### config.mk
export PLATFORM = sky130hd
export DESIGN_NAME = mips_main_control_flat
export DESIGN_NICKNAME = d
export VERILOG_FILES = /design/src/rtl/mips_main_control_if.sv /design/src/rtl/mips_main_control.sv /design/src/flat_wrapper.sv
export SDC_FILE = /design/constraint.sdc
export NUM_CORES = 1
export LEC_CHECK = 0
export BUFFER_PORTS_ARGS = -buffer_cell sky130_fd_sc_hd__clkbuf_2
export CAP_MARGIN = 20
export CORE_AREA = 2 2 39 41
export CTS_BUF_LIST = sky130_fd_sc_hd__clkbuf_8
export CTS_CLUSTER_DIAMETER = 60
export DETAILED_ROUTE_END_ITERATION = 7
export DIE_AREA = 0 0 41 43
export PLACE_DENSITY = 0.63
export REMOVE_ABC_BUFFERS = 1
export SETUP_SLACK_MARGIN = 0.3
export SKIP_CTS_REPAIR_TIMING = 1
export SLEW_MARGIN = 20
export SYNTH_ARGS = -nofsm -noshare
export SYNTH_HDL_FRONTEND = slang
export SYNTH_SLANG_ARGS = --single-unit
### constraint.sdc
create_clock -name clk -period 0.8 [get_ports clk]
set_clock_uncertainty 0.1 [all_clocks]
set_input_delay 0.08 -clock clk [delete_from_list [all_inputs] [get_ports clk]]
set_output_delay 0.08 -clock clk [all_outputs]
set_load 0.02 [all_outputs]
### src/rtl/mips_main_control_if.sv
// Opcode-in / control-word-out bundle between the decode stage and the main decoder.
// master = decode stage (drives the opcode), slave = main decoder (drives the control word).
interface mips_main_control_if;
    logic [5:0] Instruction;
    logic       RegDst;
    logic       Jump;
    logic       Branch;
    logic       MemRead;
    logic       MemtoReg;
    logic [1:0] ALUOp;
    logic       MemWrite;
    logic       ALUSrc;
    logic       RegWrite;

    modport master (
        output Instruction,
        input  RegDst, Jump, Branch, MemRead, MemtoReg, ALUOp, MemWrite, ALUSrc, RegWrite
    );

    modport slave (
        input  Instruction,
        output RegDst, Jump, Branch, MemRead, MemtoReg, ALUOp, MemWrite, ALUSrc, RegWrite
    );
endinterface

### src/rtl/mips_main_control.sv
// Main decoder of the single-issue MIPS datapath: opcode -> registered control word.
// Unknown opcodes decode to an all-zero NOP word so no state-changing enable can leak out.
module mips_main_control (
    input  logic                 clk,
    input  logic                 rst,
    mips_main_control_if.slave   ctrl
);

    typedef struct packed {
        logic       reg_dst;
        logic       jump;
        logic       branch;
        logic       mem_read;
        logic       mem_to_reg;
        logic [1:0] alu_op;
        logic       mem_write;
        logic       alu_src;
        logic       reg_write;
    } ctrl_word_t;

    localparam logic [5:0] OP_RTYPE = 6'h00;
    localparam logic [5:0] OP_J     = 6'h02;
    localparam logic [5:0] OP_BEQ   = 6'h04;
    localparam logic [5:0] OP_ADDI  = 6'h08;
    localparam logic [5:0] OP_ANDI  = 6'h0C;
    localparam logic [5:0] OP_ORI   = 6'h0D;
    localparam logic [5:0] OP_LH    = 6'h21;
    localparam logic [5:0] OP_LW    = 6'h23;
    localparam logic [5:0] OP_SH    = 6'h29;
    localparam logic [5:0] OP_SW    = 6'h2B;

    localparam logic [1:0] ALU_ADD   = 2'b00;
    localparam logic [1:0] ALU_SUB   = 2'b01;
    localparam logic [1:0] ALU_FUNCT = 2'b10;
    localparam logic [1:0] ALU_LOGI  = 2'b11;

    localparam ctrl_word_t CTRL_NOP = 10'b00_0000_0000;

    // Halfword loads/stores share the word encoding; sizing lives in the memory stage.
    function automatic ctrl_word_t decode_opcode(input logic [5:0] opcode);
        ctrl_word_t w;
        w = CTRL_NOP;
        case (opcode)
            OP_RTYPE: begin
                w.reg_dst   = 1'b1;
                w.alu_op    = ALU_FUNCT;
                w.reg_write = 1'b1;
            end
            OP_ADDI: begin
                w.alu_op    = ALU_ADD;
                w.alu_src   = 1'b1;
                w.reg_write = 1'b1;
            end
            OP_ANDI, OP_ORI: begin
                w.alu_op    = ALU_LOGI;
                w.alu_src   = 1'b1;
                w.reg_write = 1'b1;
            end
            OP_BEQ: begin
                w.branch = 1'b1;
                w.alu_op = ALU_SUB;
            end
            OP_J: begin
                w.jump = 1'b1;
            end
            OP_LW, OP_LH: begin
                w.mem_read   = 1'b1;
                w.mem_to_reg = 1'b1;
                w.alu_op     = ALU_ADD;
                w.alu_src    = 1'b1;
                w.reg_write  = 1'b1;
            end
            OP_SW, OP_SH: begin
                w.mem_write = 1'b1;
                w.alu_op    = ALU_ADD;
                w.alu_src   = 1'b1;
            end
            default: begin
                w = CTRL_NOP;
            end
        endcase
        return w;
    endfunction

    ctrl_word_t decoded_s;
    ctrl_word_t ctrl_r;

    // Combinational decode of the incoming opcode.
    always_comb begin
        decoded_s = decode_opcode(ctrl.Instruction);
    end

    // Single register stage; reset clears the word asynchronously.
    always_ff @(posedge clk or posedge rst) begin
        if (rst) begin
            ctrl_r <= CTRL_NOP;
        end else begin
            ctrl_r <= decoded_s;
        end
    end

    assign ctrl.RegDst   = ctrl_r.reg_dst;
    assign ctrl.Jump     = ctrl_r.jump;
    assign ctrl.Branch   = ctrl_r.branch;
    assign ctrl.MemRead  = ctrl_r.mem_read;
    assign ctrl.MemtoReg = ctrl_r.mem_to_reg;
    assign ctrl.ALUOp    = ctrl_r.alu_op;
    assign ctrl.MemWrite = ctrl_r.mem_write;
    assign ctrl.ALUSrc   = ctrl_r.alu_src;
    assign ctrl.RegWrite = ctrl_r.reg_write;

    mips_main_control_chk u_chk (
        .clk      (clk),
        .rst      (rst),
        .jump     (ctrl_r.jump),
        .branch   (ctrl_r.branch),
        .mem_read (ctrl_r.mem_read),
        .mem_to_reg(ctrl_r.mem_to_reg),
        .mem_write(ctrl_r.mem_write),
        .reg_write(ctrl_r.reg_write)
    );

endmodule

// Invariants of the registered control word.
module mips_main_control_chk (
    input logic clk,
    input logic rst,
    input logic jump,
    input logic branch,
    input logic mem_read,
    input logic mem_to_reg,
    input logic mem_write,
    input logic reg_write
);

    a_mem_excl: assert property (@(posedge clk) disable iff (rst) !(mem_read && mem_write));
    a_pc_excl:  assert property (@(posedge clk) disable iff (rst) !(jump && branch));
    a_wb_mem:   assert property (@(posedge clk) disable iff (rst) (!mem_to_reg || mem_read));
    a_st_nowb:  assert property (@(posedge clk) disable iff (rst) (!mem_write || !reg_write));

endmodule

### src/flat_wrapper.sv
// flat-port wrapper written by rule: the top's interface ports become plain ports
module mips_main_control_flat 
  (clk, rst, ctrl_Instruction, ctrl_RegDst, ctrl_Jump, ctrl_Branch, ctrl_MemRead, ctrl_MemtoReg, ctrl_ALUOp, ctrl_MemWrite, ctrl_ALUSrc, ctrl_RegWrite);
  mips_main_control_if ctrl_i ();
  input  logic clk;
  input  logic rst;
  input wire logic [$bits(ctrl_i.Instruction)-1:0] ctrl_Instruction;
  output wire logic [$bits(ctrl_i.RegDst)-1:0] ctrl_RegDst;
  output wire logic [$bits(ctrl_i.Jump)-1:0] ctrl_Jump;
  output wire logic [$bits(ctrl_i.Branch)-1:0] ctrl_Branch;
  output wire logic [$bits(ctrl_i.MemRead)-1:0] ctrl_MemRead;
  output wire logic [$bits(ctrl_i.MemtoReg)-1:0] ctrl_MemtoReg;
  output wire logic [$bits(ctrl_i.ALUOp)-1:0] ctrl_ALUOp;
  output wire logic [$bits(ctrl_i.MemWrite)-1:0] ctrl_MemWrite;
  output wire logic [$bits(ctrl_i.ALUSrc)-1:0] ctrl_ALUSrc;
  output wire logic [$bits(ctrl_i.RegWrite)-1:0] ctrl_RegWrite;
  assign ctrl_i.Instruction = ctrl_Instruction;
  assign ctrl_RegDst = ctrl_i.RegDst;
  assign ctrl_Jump = ctrl_i.Jump;
  assign ctrl_Branch = ctrl_i.Branch;
  assign ctrl_MemRead = ctrl_i.MemRead;
  assign ctrl_MemtoReg = ctrl_i.MemtoReg;
  assign ctrl_ALUOp = ctrl_i.ALUOp;
  assign ctrl_MemWrite = ctrl_i.MemWrite;
  assign ctrl_ALUSrc = ctrl_i.ALUSrc;
  assign ctrl_RegWrite = ctrl_i.RegWrite;
  mips_main_control u_core (.clk(clk), .rst(rst), .ctrl(ctrl_i));
endmodule
==> summary.md, run 1 <==
| Metric | Value |
|---|---|
| Outcome | `finished, violations left` |
| Failing checks | `hold timing, setup timing` |
| Post-synthesis sequential area ratio | `64.5%` |
| Fillcell total | `111` |
| Synth top area cells | `dfrtp_1 65%, a21oi_1 4.3%, nand2_1 4.3%, nor4_1 3.6%, or3_4 3.2%` |
| Die Width | `41 um` |
| Worst hold path type | `input port to async pin` |
| Diodes inserted | `0` |
| Max Cap Violations | `0` |
| Die Y | `43 um` |
| Synth Register Bits | `9` |
| Number of core rows | `14` |
| PD cells | `1520 nW/um^2` |
| Clock Sinks | `9` |
| Max incr delay on CP | `0.37 ns` |
| Final Hold Viols | `11` |
| Largest net degree at the start of global routing | `10` |
| CP Class | `flip-flop to output port` |
| Clock root buffer | `clkbuf_8` |
| Tightest Pin Transition | `0.318 ns` |
| Antenna violations before repair | `0` |
| Final Non-Filler Cells | `78` |
| CP Max Fanout | `2` |
| Startpoint types | `flip-flop` |
| Max Fclk | `1.07 GHz` |
| Mapped Area | `349 um^2` |
| Initial DRC Count | `3` |
| Share of the synthesized area in the top cell type | `64.5%` |
| Top Ports | `18` |
| Final GP Congestion | `0.809` |
| Routed vias | `356` |
| # DRC | `0` |
| DP Area | `522 um^2` |
| Unrepaired setup endpoints after global routing | `true` |
| Average size of a mapped cell | `11.3 um^2` |
| Detail Route Antenna Nets | `0` |
| Ratio of final minimum period to clock period | `117%` |
| Fin. max-slew vios | `0` |
| Total CTS buffers | `3` |
| Global Route Usage Sum | `11.3%` |
| Final net count | `71` |
| Critical path's top delay family | `flip-flops` |
| Layout cells sized above 1 | `79.0%` |
| Setup Viol. Count Final | `12` |
| Total gr overflow | `0` |
| WL/cell | `13.0 um` |
| Worst Path Required | `0.62 ns` |
| Crit path buf inv count | `1` |
| DRT Pass-1 Iters | `4` |
| WL final | `1020 um` |
| Bufs on Longest Clock Path | `2` |
| Vias in the first global route | `315` |
| Number of synthesis warnings | `0` |
| Worst EP arrival | `0.75 ns` |
| I/O Buffers | `17` |
| Crit path time final | `0.932 ns` |
| CP Capture Type | `output port` |
| Worst hold slack | `-0.322 ns` |
| Synth unique cells | `16` |
| Commonest cells after routing, fill and taps aside | `14 x buf_6, 9 x dfrtp_1, 8 x buf_4` |
| Max VDD drop | `0.623 mV` |
| P&R area growth vs syn | `124%` |
| Routed vias/inst | `4.56` |
| CTS H-tree lvls | `1` |
| Final Cell Area | `783 um^2` |
| Inst Count DP | `73` |
| Final setup margin | `-0.132 ns` |
| Lkg Pwr | `0.000386 uW` |
| Mapped Cells | `31` |
| Most common cell after layout, fill and taps aside | `buf_6` |
| Rel. slew slack | `78.8%` |
| Yosys top cell by area | `dfrtp_1` |
| Crit-path cells | `buf_2` |
| Area of the core | `1380 um^2` |
| Clock-pin slew on the worst setup and hold paths | `0.04 ns` |
| Area of the die | `1760 um^2` |
| CTS tree | `built` |
| Initial Util | `25.2%` |
| Post-DP HPWL | `651 um` |
| Critical-path top delay cell | `dfrtp_1` |
| First-pass GRT wire length | `1280 um` |
## cell type report
class                   count  area (um^2)  area share, %
flip-flops and latches      9          225           28.8
clock buffers               3         41.3           5.27
well taps                  16         20.0           2.56
repair buffers             28          278           35.5
multi-input cells          19          208           26.5
inverters                   2         7.51          0.958
clock inverters             1         3.75          0.479
## through the flow
stage | total power (uW) | TNS (ns) | utilization, % | setup WS [ns]
CTS | 1100 | -1.31 | 41.0 | -0.129
global placement | 605 | -1.32 | 37.7 | -0.308
detailed placement | 608 | -1.46 | 37.7 | -0.312
finish | 1190 | -1.10 | 56.6 | -0.132
floorplan | 522 | -0.187 | - | -0.108
global route | 1240 | -1.36 | 56.6 | -0.148
## worst paths after layout
path / start / endpoint / slack (ns) / cells past startpoint
setup / recovery: u_core.ctrl.MemRead / ctrl_MemtoReg / -0.13 / 1
hold / removal: rst / u_core.ctrl.RegWrite / -0.32 / 2
max in group asynchronous: rst / u_core.ctrl.Branch / 0.68 / 2
min in group clk: ctrl_Instruction[2] / u_core.ctrl.MemWrite / -0.06 / 2
## kinds of logic after synthesis
logic type	synth area share, %
buffers and inverters	4.30
AOI/OAI and AO/OA	7.88
DFF	64.5
and+or+nand+nor	23.3
## Yosys cell counts
master	instances
nor4b_1	1
a21o_1	1
a21oi_1	3
nand2_1	4
o21ai_0	1
nor2_1	1
nor3_1	2
inv_1	1
inv_2	1
or4_1	1
buf_4	1
nor2b_1	1
or3_4	1
nor4_1	2
or3_1	1
dfrtp_1	9
## state kept, by name, summed over array words and instances (netlist names)
name                  cells
u_core.ctrl.ALUOp         2
u_core.ctrl.Jump          1
u_core.ctrl.ALUSrc        1
u_core.ctrl.MemWrite      1
u_core.ctrl.MemRead       1
u_core.ctrl.RegDst        1
u_core.ctrl.Branch        1
u_core.ctrl.RegWrite      1
## metal layers
layer	GRT usage, %	vias up	wire, um
li1	-	168	-
met4	8.00	0	14
met5	0	-	0
met1	14.1	171	335
met3	3.14	2	46
met2	15.9	15	620
## power breakdown
part	switching (uW)	leakage (uW)	total [uW]	internal [uW]
Sequential	4.42	0.000124	471	467
Clock	156	0.0000269	488	332
Combinational	107	0.000235	230	123
Total	267	0.000386	1190	922
Note: power is estimated with default switching activity, not from simulation.
==> run 2, diff against run 1 <==
--- a/config.mk
+++ b/config.mk
@@ -16,6 +16,7 @@
 export REMOVE_ABC_BUFFERS = 1
 export SETUP_SLACK_MARGIN = 0.3
 export SKIP_CTS_REPAIR_TIMING = 1
+export SKIP_LAST_GASP = 1
 export SLEW_MARGIN = 20
 export SYNTH_ARGS = -nofsm -noshare
 export SYNTH_HDL_FRONTEND = slang
==> summary.md, run 2 (same netlist as run 1, synthesis figures left out) <==
| Metric | Value |
|---|---|
| Outcome | `finished, violations left` |
| Failing checks | `hold timing, setup timing` |
| Die Y | `43 um` |
| Fin. max-slew vios | `0` |
| Worst hold slack | `-0.323 ns` |
| CP Max Fanout | `2` |
| Number of flip-flops in the largest register | `2` |
| Die Width | `41 um` |
| Internal power component | `913 uW` |
| Ratio of final minimum period to clock period | `117%` |
| Most common cell after layout, fill and taps aside | `buf_6` |
| Crit path time final | `0.932 ns` |
| Final Hold Viols | `10` |
| PD cells | `1550 nW/um^2` |
| Max VDD drop | `0.625 mV` |
| CTS tree | `built` |
| Final net count | `71` |
| CP Class | `flip-flop to output port` |
| FF/Latch Area | `225 um^2` |
| Layout cells sized above 1 | `79.0%` |
| Detail Route Antenna Nets | `0` |
| Final Non-Filler Cells | `78` |
| Max incr delay on CP | `0.37 ns` |
| Unrepaired setup endpoints after global routing | `true` |
| Final setup margin | `-0.132 ns` |
| Area of the multi-input gates | `199 um^2` |
| Clock root buffer | `clkbuf_8` |
| WL final | `1040 um` |
| Commonest cells after routing, fill and taps aside | `13 x buf_6, 9 x dfrtp_1, 8 x buf_4` |
| Area of the die | `1760 um^2` |
| Vias in the first global route | `315` |
| Routed vias | `356` |
| Setup Viol. Count Final | `12` |
| Top Ports | `18` |
| DRT Pass-1 Iters | `4` |
| Initial DRC Count | `6` |
| Sw frac | `22.4%` |
| Tightest Pin Transition | `0.316 ns` |
| Post-DP HPWL | `651 um` |
| Inst Count DP | `73` |
| CTS H-tree lvls | `1` |
| Critical path's top delay family | `flip-flops` |
| Final GP Congestion | `0.809` |
| I/O Buffers | `17` |
| Diodes inserted | `0` |
| Reg power frac | `40.0%` |
| CP Capture Type | `output port` |
| Lkg Pwr | `0.000374 uW` |
| Initial Util | `25.2%` |
| Worst EP arrival | `0.75 ns` |
| Startpoint types | `flip-flop` |
| Area of the core | `1380 um^2` |
| Clk pwr share | `41.4%` |
| Global Route Usage Sum | `11.3%` |
| Routed vias/inst | `4.56` |
| Number of core rows | `14` |
| Worst Path Required | `0.62 ns` |
| Antenna violations before repair | `0` |
| Clock-pin slew on the worst setup and hold paths | `0.04 ns` |
| Worst hold path type | `input port to async pin` |
| Largest net degree at the start of global routing | `10` |
| Switch Pwr | `264 uW` |
| Total gr overflow | `0` |
| Clock Sinks | `9` |
| P&R area growth vs syn | `118%` |
| Crit-path cells | `clkbuf_2` |
| Fillcell total | `115` |
| Rel. slew slack | `78.9%` |
| Crit path buf inv count | `1` |
| Final Util | `55.0%` |
| WL/cell | `13.3 um` |
| # DRC | `0` |
| Critical-path top delay cell | `dfrtp_1` |
| Max Fclk | `1.07 GHz` |
| First-pass GRT wire length | `1280 um` |
| Bufs on Longest Clock Path | `2` |
| Total CTS buffers | `3` |
| Max Cap Violations | `0` |
| Logic gate share of total power | `18.6%` |
==> run 2: power by group through the flow <==
stage,sequential [uW],clock [uW],combinational (uW)
floorplan,489,0,32.1
global placement,475,0,129
detailed placement,476,0,132
CTS,470,497,133
global route,472,522,233
finish,471,487,219
==> run 2: worst paths after layout <==
check | cells after the start | slack (ns) | to | start
worst min-delay path | 2 | -0.32 | u_core.ctrl.RegWrite | rst
max in group asynchronous | 2 | 0.68 | u_core.ctrl.Branch | rst
min in group clk | 2 | -0.06 | u_core.ctrl.MemWrite | ctrl_Instruction[2]
worst max-delay path | 1 | -0.13 | ctrl_MemtoReg | u_core.ctrl.MemRead
==> run 2: area by class of cell <==
type	instances	share of cell area [%]
inverters	2	0.987
repair buffers	28	34.7
multi-input cells	19	26.2
well taps	16	2.63
flip-flops and latches	9	29.6
clock inverters	1	0.493
clock buffers	3	5.43
==> run 2: per-stage QoR <==
step                      total power [uW]  setup TNS (ns)  setup WS [ns]  area, um^2  hold WS [ns]
final                                 1180           -1.15         -0.132         761        -0.323
after CTS                             1100           -1.31         -0.129         567        -0.307
after global routing                  1230           -1.44         -0.149         761        -0.284
after floorplan                        522          -0.187         -0.108         342        -0.192
after detailed placement               608           -1.46         -0.312         522       -0.0732
after global placement                 605           -1.32         -0.308         522       -0.0814
==> run 2: per-layer routing <==
layer  share of wire [%]  track usage [%]  up-vias
met5                   0                0        -
met2                  60             15.9       13
li1                    -                -      169
met3                 4.0             3.14        2
met4                 1.4             8.00        0
met1                  35             14.1      172
==> run 3, diff against run 2 <==
--- a/config.mk
+++ b/config.mk
@@ -5,6 +5,7 @@
 export SDC_FILE = /design/constraint.sdc
 export NUM_CORES = 1
 export LEC_CHECK = 0
+export ABC_AREA = 1
 export BUFFER_PORTS_ARGS = -buffer_cell sky130_fd_sc_hd__clkbuf_2
 export CAP_MARGIN = 20
 export CORE_AREA = 2 2 39 41
@@ -12,7 +13,7 @@
 export CTS_CLUSTER_DIAMETER = 60
 export DETAILED_ROUTE_END_ITERATION = 7
 export DIE_AREA = 0 0 41 43
-export PLACE_DENSITY = 0.63
+export PLACE_DENSITY = 0.66
 export REMOVE_ABC_BUFFERS = 1
 export SETUP_SLACK_MARGIN = 0.3
 export SKIP_CTS_REPAIR_TIMING = 1
==> summary.md, run 3 <==
| Metric | Value |
|---|---|
| Outcome | `finished, violations left` |
| Failing checks | `hold timing, setup timing` |
| Post-synthesis sequential area ratio | `59.0%` |
| Unrepaired setup endpoints after global routing | `true` |
| Clock-pin slew on the worst setup and hold paths | `0.05 ns` |
| FF/Latch Area | `225 um^2` |
| Worst EP arrival | `0.79 ns` |
| Detail Route Antenna Nets | `0` |
| Crit path time final | `0.967 ns` |
| Commonest cells after routing, fill and taps aside | `14 x buf_6, 9 x dfrtp_1, 7 x nand3_2, 6 x inv_1, 5 x nor2_4` |
| PD cells | `1660 nW/um^2` |
| Initial Util | `27.6%` |
| Setup Viol. Count Final | `10` |
| I/O Buffers | `17` |
| CTS H-tree lvls | `1` |
| Synth Register Bits | `9` |
| Final net count | `71` |
| Diodes inserted | `0` |
| Vias in the first global route | `340` |
| Mapped Cells | `41` |
| Share of the synthesized area in the top cell type | `59.0%` |
| Worst hold path type | `input port to async pin` |
| Worst Path Required | `0.62 ns` |
| First-pass GRT wire length | `1190 um` |
| Most common cell after layout, fill and taps aside | `buf_6` |
| Layout cells sized above 1 | `69.4%` |
| Area of the multi-input gates | `190 um^2` |
| Area of the die | `1760 um^2` |
| Die Y | `43 um` |
| Inst Count DP | `74` |
| Number of core rows | `14` |
| # DRC | `0` |
| Max incr delay on CP | `0.41 ns` |
| Fillcell total | `122` |
| Crit-path cells | `buf_6` |
| Fin. max-slew vios | `0` |
| Clock root buffer | `clkbuf_8` |
| Asr flop ratio synth | `100%` |
| Critical-path top delay cell | `dfrtp_1` |
| Top Ports | `18` |
| Routed vias/inst | `4.85` |
| Area of the core | `1380 um^2` |
| Primary FF master, synth | `dfrtp_1` |
| Commonest cells post-synth | `9 x dfrtp_1, 9 x inv_1, 6 x nand3_1` |
| Routed vias | `378` |
| Bufs on Longest Clock Path | `2` |
| Max VDD drop | `0.596 mV` |
| Mapped Area | `382 um^2` |
| Total gr overflow | `0` |
| Total CTS buffers | `3` |
| P&R area growth vs syn | `84.6%` |
| Synth unique cells | `11` |
| Crit path buf inv count | `1` |
| Max Cap Violations | `0` |
| Number of flip-flops in the largest register | `2` |
| Tightest Pin Transition | `0.351 ns` |
| Lkg Pwr | `0.000369 uW` |
| CP Max Fanout | `2` |
| Clock Sinks | `9` |
| CTS tree | `built` |
| Final Hold Viols | `10` |
| Max Fclk | `1.03 GHz` |
| Post-DP HPWL | `593 um` |
| DRT Pass-1 Iters | `4` |
| Yosys top cell by area | `dfrtp_1` |
| CP Class | `flip-flop to output port` |
| Worst hold slack | `-0.318 ns` |
| Synth top area cells | `dfrtp_1 59%, inv_1 8.9%, nand3_1 7.9%, nor2_2 4.9%, nand2_1 3.9%` |
| Antenna violations before repair | `0` |
| Number of synthesized flops with an enable pin | `0` |
| WL final | `1060 um` |
| Final Non-Filler Cells | `78` |
| Critical path's top delay family | `flip-flops` |
| WL/cell | `13.6 um` |
| Number of synthesis warnings | `0` |
| Global Route Usage Sum | `10.7%` |
| TNS Setup | `-1.20 ns` |
| Rel. slew slack | `76.6%` |
| Average size of a mapped cell | `9.31 um^2` |
| CP Capture Type | `output port` |
| Initial DRC Count | `5` |
| Final GP Congestion | `0.771` |
| Ratio of final minimum period to clock period | `121%` |
| Die Width | `41 um` |
| Final setup margin | `-0.167 ns` |
| Largest net degree at the start of global routing | `10` |
| Startpoint types | `flip-flop` |
-- run 3: cell types whose count changed after synthesis, sizes merged --
| cell | before | now |
|---|---|---|
| or3 | 2 | 0 |
| nor4b | 1 | 0 |
| a21o | 1 | 0 |
| nor2b | 1 | 0 |
| nor2 | 1 | 7 |
| inv | 2 | 9 |
| or4 | 1 | 0 |
| nand4 | 0 | 2 |
| nor4 | 2 | 0 |
| nand3 | 0 | 7 |
| a21oi | 3 | 0 |
| nor3 | 2 | 1 |
-- run 3: logic make-up (layout without fill, tap and decap cells) --
kind of cell           Yosys count  count (layout)  share of synthesized area [%]
flip-flops                       9               9                           59.0
buffers and inverters           10              31                           10.8
AO/OA/AOI/OAI                    1               1                           2.30
AND/OR/NAND/NOR                 21              21                           27.9
-- run 3: per-stage QoR --
stage	worst slack [ns]	utilization (%)	area [um^2]	total power (uW)	hold slack, ns
global route	-0.182	50.9	704	1230	-0.287
global placement	-0.0148	35.2	487	583	-0.0790
detailed placement	-0.0547	35.2	487	585	-0.0710
CTS	-0.139	38.4	532	1090	-0.315
finish	-0.167	50.9	704	1170	-0.318
floorplan	0.0933	-	374	533	-0.192
-- run 3: cell type report --
type | instances | area share [%]
Tap cell | 16 | 2.84
Clock inverter | 1 | 0.533
Clock buffer | 3 | 5.86
Sequential cell | 9 | 32.0
Timing Repair Buffer | 18 | 26.6
Multi-Input combinational cell | 22 | 27.0
Inverter | 9 | 5.15
-- run 3: final timing paths --
path	start	end	slack, ns	depth (start not counted)
worst max-delay path	u_core.ctrl.MemRead	ctrl_MemRead	-0.17	1
min in group clk	ctrl_Instruction[5]	u_core.ctrl.Jump	-0.09	2
worst min-delay path	rst	u_core.ctrl.ALUSrc	-0.32	2
max in group asynchronous	rst	u_core.ctrl.Branch	0.66	2
-- run 3: routing by layer --
layer,track usage [%],share of wire [%],vias up
met5,0,0,-
met4,13.3,2.7,0
met3,2.09,5.6,4
met2,19.4,62,18
met1,6.47,30,187
li1,-,-,169
-- run 3: where the power goes --
part,internal [uW],switching [uW]
sequential,467,5.34
combinational,77.8,102
clock,334,184
